[src/rtl/alm_mac_seq_pkg.sv]
// alm_mac_seq_pkg: shared state encoding and accumulator width for the MAC sequencer
package alm_mac_seq_pkg;
  localparam int ALM_MAC_ACC_W = 27;
  typedef enum logic [2:0] {IDLE, CLEAR, ACC, DRAIN, OUT} state_t;
endpackage

[src/rtl/alm_mac_seq_cnt.sv]
// alm_mac_seq_cnt: loadable down-counter with zero and last (count==1) flags
module alm_mac_seq_cnt #(
  parameter int W = 16
) (
  input  logic         clk,
  input  logic         rst,
  input  logic         load,
  input  logic [W-1:0] load_val,
  input  logic         dec,
  output logic         zero,
  output logic         last
);
  logic [W-1:0] cnt;
  assign zero = cnt == '0;
  assign last = cnt == W'(1);
  always_ff @(posedge clk) begin
    if (rst) cnt <= '0;
    else if (load) cnt <= load_val;
    else if (dec && !zero) cnt <= cnt - 1'b1;
  end
endmodule

[src/rtl/alm_mac_seq_ctrl.sv]
// alm_mac_seq_ctrl: dot-product sequencer driving the ALM MAC; optional stall counter via ALM_MAC_SEQ_STALL_CNT_EN
module alm_mac_seq_ctrl
  import alm_mac_seq_pkg::*;
#(
  parameter int LEN_W   = 16,
  parameter int ACC_W   = ALM_MAC_ACC_W,
  parameter int MAC_LAT = 1
) (
  input  logic                    clk,
  input  logic                    reset,
  input  logic                    start,
  input  logic        [LEN_W-1:0] vec_len,
  output logic                    busy,
  input  logic                    in_valid,
  output logic                    in_ready,
  input  logic signed [7:0]       in_a,
  input  logic signed [7:0]       in_b,
  output logic signed [7:0]       mac_a,
  output logic signed [7:0]       mac_b,
  output logic                    mac_acc_en,
  output logic                    mac_reset,
  input  logic signed [ACC_W-1:0] mac_result,
  output logic                    out_valid,
  input  logic                    out_ready,
  output logic signed [ACC_W-1:0] out_result
`ifdef ALM_MAC_SEQ_STALL_CNT_EN
  , output logic      [LEN_W+3:0] stall_cnt
`endif
);
  state_t state;
  logic beat, l_zero, l_last, d_zero, d_last, d_load, d_done;
  assign in_ready   = state == ACC;
  assign beat       = in_ready && in_valid;
  assign mac_acc_en = beat;
  assign mac_a      = beat ? in_a : '0;
  assign mac_b      = beat ? in_b : '0;
  assign mac_reset  = reset || state == CLEAR;
  assign busy       = state != IDLE;
  assign out_valid  = state == OUT;
  // drain timer waits MAC_LAT cycles past the last accumulate, then samples the MAC
  assign d_load = (state == CLEAR && l_zero) || (beat && l_last);
  assign d_done = d_last || d_zero;
  alm_mac_seq_cnt #(.W(LEN_W)) u_len (
    .clk(clk), .rst(reset), .load(state == IDLE && start), .load_val(vec_len),
    .dec(beat), .zero(l_zero), .last(l_last)
  );
  alm_mac_seq_cnt #(.W(LEN_W)) u_drain (
    .clk(clk), .rst(reset), .load(d_load), .load_val(LEN_W'(MAC_LAT + 1)),
    .dec(state == DRAIN), .zero(d_zero), .last(d_last)
  );
  always_ff @(posedge clk) begin
    if (reset) begin
      state      <= IDLE;
      out_result <= '0;
    end else begin
      unique case (state)
        IDLE:  if (start) state <= CLEAR;
        CLEAR: state <= l_zero ? DRAIN : ACC;
        ACC:   if (beat && l_last) state <= DRAIN;
        DRAIN: if (d_done) begin
          state      <= OUT;
          out_result <= mac_result;
        end
        OUT:   if (out_ready) state <= IDLE;
        default: state <= IDLE;
      endcase
    end
  end
`ifdef ALM_MAC_SEQ_STALL_CNT_EN
  always_ff @(posedge clk) begin
    if (reset || state == CLEAR) stall_cnt <= '0;
    else if (state == ACC && !in_valid && !(&stall_cnt)) stall_cnt <= stall_cnt + 1'b1;
  end
`endif
endmodule
[config.mk]
export PLATFORM = sky130hd
export DESIGN_NAME = alm_mac_seq_ctrl
export DESIGN_NICKNAME = d
export VERILOG_FILES = /design/src/rtl/alm_mac_seq_pkg.sv /design/src/rtl/alm_mac_seq_cnt.sv /design/src/rtl/alm_mac_seq_ctrl.sv
export SDC_FILE = /design/constraint.sdc
export NUM_CORES = 1
export LEC_CHECK = 0
export CORE_ASPECT_RATIO = 1.4
export CORE_UTILIZATION = 45
export DETAILED_ROUTE_END_ITERATION = 7
export GPL_TIMING_DRIVEN = 0
export HOLD_SLACK_MARGIN = 0.1
export PLACE_DENSITY_LB_ADDON = 0.08
export SKIP_LAST_GASP = 1
export SYNTH_ARGS = -nofsm -noshare
export SYNTH_HDL_FRONTEND = slang
export SYNTH_SLANG_ARGS = --single-unit
[constraint.sdc]
create_clock -name clk -period 6.26 [get_ports clk]
set_clock_uncertainty 0.1 [all_clocks]
set_input_delay 1.565 -clock clk [delete_from_list [all_inputs] [get_ports clk]]
set_output_delay 1.565 -clock clk [all_outputs]
set_load 0.02 [all_outputs]
== Yosys cells after proc, flatten, opt, wreduce, memory -nomap -nowiden ==
Index checks and enable logic that the tools add are counted.
Word-level totals
  register bits after elaboration: 62
  word-level logic and storage cells: 49
  output and inout port bits: 48
Operators by class
  $add $sub $neg: 2
  multiplexer cells: 12
  equal/unequal tests: 10
  reduce and logical (&&, ||, !) cells: 20
Operators by type and width (count)
  $eq 16x1->1 const B: 2
  $logic_not 16->1: 2
  $mux 16: 2
  $sub 16x1->16 const B: 2
  $mux 8: 2
  $pmux 3 s5: 1
  $mux 3: 4
  $eq 3x2->1 const B: 2
  $logic_and 1x1->1: 6
  $mux 2: 2
  $ne 2x1->1 const B: 2
  $ne 2x2->1 const B: 2
  $reduce_and 4->1: 1
  $reduce_bool 2->1: 2
  $eq 3x1->1 const B: 1
  $eq 3x3->1 const B: 1
  $logic_not 3->1: 1
  $logic_or 1x1->1: 3
  $reduce_bool 3->1: 1
  $logic_not 1->1: 2
  $reduce_and 2->1: 1
  $reduce_or 2->1: 1
  $mux 1: 1

== Depth between registers and ports, before layout ==
  word-level depth: 5
  depth in mapped cells: 8
  gate-level depth less buffers: 7

== Modules after synthesis ==
Synthesis repeated with hierarchy kept, for this count alone.
Second synthesis, totals
  cell total of the unflattened synthesis: 420
  area total of the unflattened synthesis: 3580.9 um2
By module, submodules not included
  alm_mac_seq_cnt: seq. area each 320.3 um2, instances 2, area an instance 1041.0 um2, cells each 123
  alm_mac_seq_ctrl: seq. area each 600.6 um2, instances 1, area an instance 1498.9 um2, cells each 174

== Worst setup path after synthesis ==
OpenSTA, ideal clock, no wires.
  path kind: in2out
  from: input reset
  to: output mac_reset
  arrival time: 2.088 ns
  buffers on the path: 1
  cell stages on the path: 2
  path slack: 2.507 ns
  cells stage by stage: clkbuf_1 or2_2
On the way
  cells in the longest elaborated chain, start to end: 1
RTL lines
  start: declaration: RTL line alm_mac_seq_ctrl.sv:10  | input logic reset,
  $logic_or 1x1->1: RTL line alm_mac_seq_ctrl.sv:37  | assign mac_reset = reset || state == CLEAR;
  end: declaration: RTL line alm_mac_seq_ctrl.sv:21  | output logic mac_reset,
Every way passes these cells.

== Final worst setup path ==
  from: input in_valid
  to: output mac_b[5]
On the way
  cells in the longest elaborated chain, start to end: 2
RTL lines
  start: declaration: RTL line alm_mac_seq_ctrl.sv:14  | input logic in_valid,
  $logic_and 1x1->1: RTL line alm_mac_seq_ctrl.sv:33  | assign beat = in_ready && in_valid;
  $mux 8: RTL line alm_mac_seq_ctrl.sv:36  | assign mac_b = beat ? in_b : '0;
  end: declaration: RTL line alm_mac_seq_ctrl.sv:19  | output logic signed [7:0] mac_b,
Every way passes these cells.

==> key figures <==
Run status
  • Run status: finished, final reports clean

Setup path
  • CP required: between 4 and 5 ns
  • Startpoint types: primary input
  • Crit path largest cell delay: 0.65 ns
  • CP arrival: between 3 and 4 ns
  • Slowest CP cell: clkdlybuf4s50_1
  • Critical-path cell list: clkdlybuf4s50_1 > clkbuf_1 > and3_1 > clkdlybuf4s50_1
  • Max FO, Critical Path: 10
  • Cell mode on critical path: clkdlybuf4s50_1
  • Worst Setup End Kind: output port
  • Worst setup path class: in2out

Layout
  • Layout cells sized above 1: 5.78%
  • Nets: between 500 and 600
  • Post-route insts no fill: 576
  • Filler instances: just under 600
  • Cell area after layout: about 4400 µm²
  • N_diodes: 0
  • Layout area overhead: 45.5%

Clock network
  • CTS tree: done
  • # H-tree levels: 3
  • # Post-CTS Setup Buffers: 0
  • CTS resizes: 0
  • Hold_buf cts: 0
  • Cts bufs inserted: 9
  • Root buf cell: clkbuf_8
  • CTS max path bufs: 2
  • Worst-Skew Late Latency: ~0.34 ns
  • Clk slew on worst S/H paths: 0.06 ns
  • Sink Count: 62

Detailed routing
  • WL/cell: 13.9 µm
  • DRC: 0
  • Initial DRC count: between 90 and 100
  • Antenna violation net count after detailed routing: 0
  • Final wirelength: 7.99 mm
  • Drt via density: about 5.3
  • Drt first pass iters: 4
  • Via count: roughly 3100

Pwr
  • Leakage power: 1.60 nW
  • Worst VDD drop: between 0.15 and 0.2 mV
  • Pwr/cell area: between 200 and 250 nW/µm²

Logic synthesis
  • Asr flop ratio synth: 0%
  • Mapped cell area: between 3000 and 4000 µm²
  • Post-synth cell types: 44
  • Yosys warns: 0
  • Most frequent cell after synthesis: dfxtp_1
  • Synth Area per Inst: slightly above 8 µm²
  • Area contributors post-synth: dfxtp_1, nand2_1, a21oi_1
  • Synth Flop Type: dfxtp_1
  • Mapped Nets: 445
  • Number of flops mapped to enable cells by yosys: 0
  • Yosys reg bits: 62
  • Cell taking the most area after synthesis: dfxtp_1
  • Synthesized instance count: 375
  • Synth cell count leaders: dfxtp_1, nand2_1, nor2_1, a21oi_1, a211oi_1
  • Post-synth top area share: between 40% and 50%
  • Sequential-to-total area share from yosys stat: 40.7%

STA
  • Fin. max-slew vios: 0
  • Fin Hold WS: 0.353 ns
  • Final worst path period need: around 5.0 ns
  • Rel. slew slack: 42.4%
  • Final setup TNS: 0 ns
  • Final Cycle Share: 80.6%
  • RSZ-0062 raised after global routing: false
  • Final setup fails: 0
  • Measured slew at the worst slew-check pin: roughly 0.86 ns
  • Max Clk Rate: approximately 200 MHz
  • Fin. Hold Viols: 0

Placed design
  • HPWL after detailed placement: ~6 mm
  • IO buf count: around 110
  • Dpl cell area: approximately 4300 µm²
  • Routability congestion estimate: approximately 0.88
  • Placed cells: 560

Floorplanning
  • Die Ht: between 90 and 100 µm
  • Row cnt: 35
  • Placeable Area: between 6000 and 7000 µm²
  • Initial cell density of the core: a little under half
  • Die width: 71.6 µm
  • I/O pin cnt: 112
  • Die area: roughly 7100 µm²

Worst hold path
  • Worst min-delay path category: reg2reg

GRT
  • Pin count of the biggest net entering global routing: 11
  • Vias in the first global route: between 2000 and 3000
  • Initial antenna violation count: 0
  • Global-route wire length before repair: around 13 mm
  • Global Route Usage Sum: 23.0%
  • Global route overflow: 0

Run
  • Max capacitance violation total: 0
==> report_power, final <==
| group | switching (mW) | leakage [nW] | internal [mW] |
|---|---|---|---|
| sequential | 0.0317 | 0.504 | 0.427 |
| clock | 0.150 | 0.0954 | 0.175 |
| combinational | 0.169 | 1.01 | 0.144 |
| total | 0.351 | 1.60 | 0.746 |
==> cells by family (layout without fill, tap and decap cells) <==
group / count (synthesis) / after routing / share of synthesized area (%)
buffers and inverters: 31 / 158 / 5.04
AOI/OAI and AO/OA: 78 / 78 / 15.7
and+or+nand+nor: 173 / 173 / 28.9
xor gates and xnor gates: 25 / 25 / 7.17
DFF: 62 / 62 / 40.7
adders and majority gates: 6 / 6 / 2.46
==> worst max-delay path: cells and delay by family <==
family | cells | cell delay [ns]
simple gates | 1 | 0.22
buf+inv | 3 | 1.59
==> per-stage QoR <==
stage | total power [mW] | setup slack, ns | utilization, %
final | 1.10 | 1.22 | 67.6
after global routing | 1.16 | 1.15 | 67.6
after CTS | 1.10 | 1.23 | 67.6
after detailed placement | 0.777 | 1.24 | 64.8
after global placement | 0.773 | 1.27 | 64.8
after floorplan | 0.651 | 2.51 | -
==> flip-flops by register name, summed over array words and instances (netlist names) <==
name and flops:
state 3, u_drain.cnt 16, u_len.cnt 16, out_result 27
==> path summary, 6_finish.rpt <==
path | cells past startpoint | slack [ns] | to | startpoint
min reg2reg | 2 | 0.35 | out_result[26] | out_result[26]
max reg2reg | 8 | 3.64 | out_result[1] | u_drain.cnt[2]
min | 2 | 0.35 | out_result[26] | out_result[26]
max | 4 | 1.22 | mac_b[5] | in_valid
==> layer usage <==
metal  share of wire (%)  routed length, µm  up-vias  GRT usage, %
met2                  52               4130       88          40.8
met4                 3.5                283        0          12.5
met1                  41               3290     1376          25.8
li1                    -                  -     1563             -
met3                 3.5                282       25          4.15
met5                   0                  0        -             0
==> placed cells by master (no fill, tap or decap), types with 2 or more instances in the layout <==
| cell type | netlist | final |
|---|---|---|
| clkdlybuf4s50_1 | 0 | 111 |
| dfxtp_1 | 62 | 62 |
| nand2_1 | 59 | 59 |
| nor2_1 | 36 | 36 |
| a21oi_1 | 34 | 34 |
| a211oi_1 | 18 | 18 |
| clkbuf_1 | 16 | 17 |
| and3_1 | 17 | 17 |
| xnor2_1 | 13 | 13 |
| xor2_1 | 12 | 12 |
| clkbuf_8 | 0 | 12 |
| nor3_1 | 11 | 11 |
| nor4_1 | 10 | 10 |
| inv_1 | 8 | 8 |
| o21ai_0 | 8 | 8 |
| or4_1 | 6 | 6 |
| nand4_1 | 6 | 6 |
| ha_1 | 6 | 6 |
| or3_1 | 5 | 5 |
| buf_6 | 4 | 4 |
| a31oi_1 | 4 | 4 |
| o211ai_1 | 4 | 4 |
| or2_2 | 3 | 3 |
| o31ai_1 | 3 | 3 |
| nand3_1 | 3 | 3 |
| nor3b_1 | 2 | 2 |
| or4_4 | 2 | 2 |
| nand3b_1 | 2 | 2 |
| buf_4 | 2 | 2 |
| nand2b_1 | 2 | 2 |
| nand4b_1 | 2 | 2 |
| clkinv_2 | 0 | 2 |
==> layout make-up <==
class / instances / area (µm²) / share of cell area (%)
flip-flops and latches: 62 / 1240 / 27.9
repair buffers: 111 / 1110 / 25.0
inverters: 8 / 30.0 / 0.676
well taps: 74 / 92.6 / 2.08
clock inverters: 3 / 17.5 / 0.394
plain buffers: 23 / 124 / 2.79
clock buffers: 13 / 169 / 3.80
multi-input cells: 282 / 1660 / 37.3
Note: power is estimated with default switching activity, not from simulation.
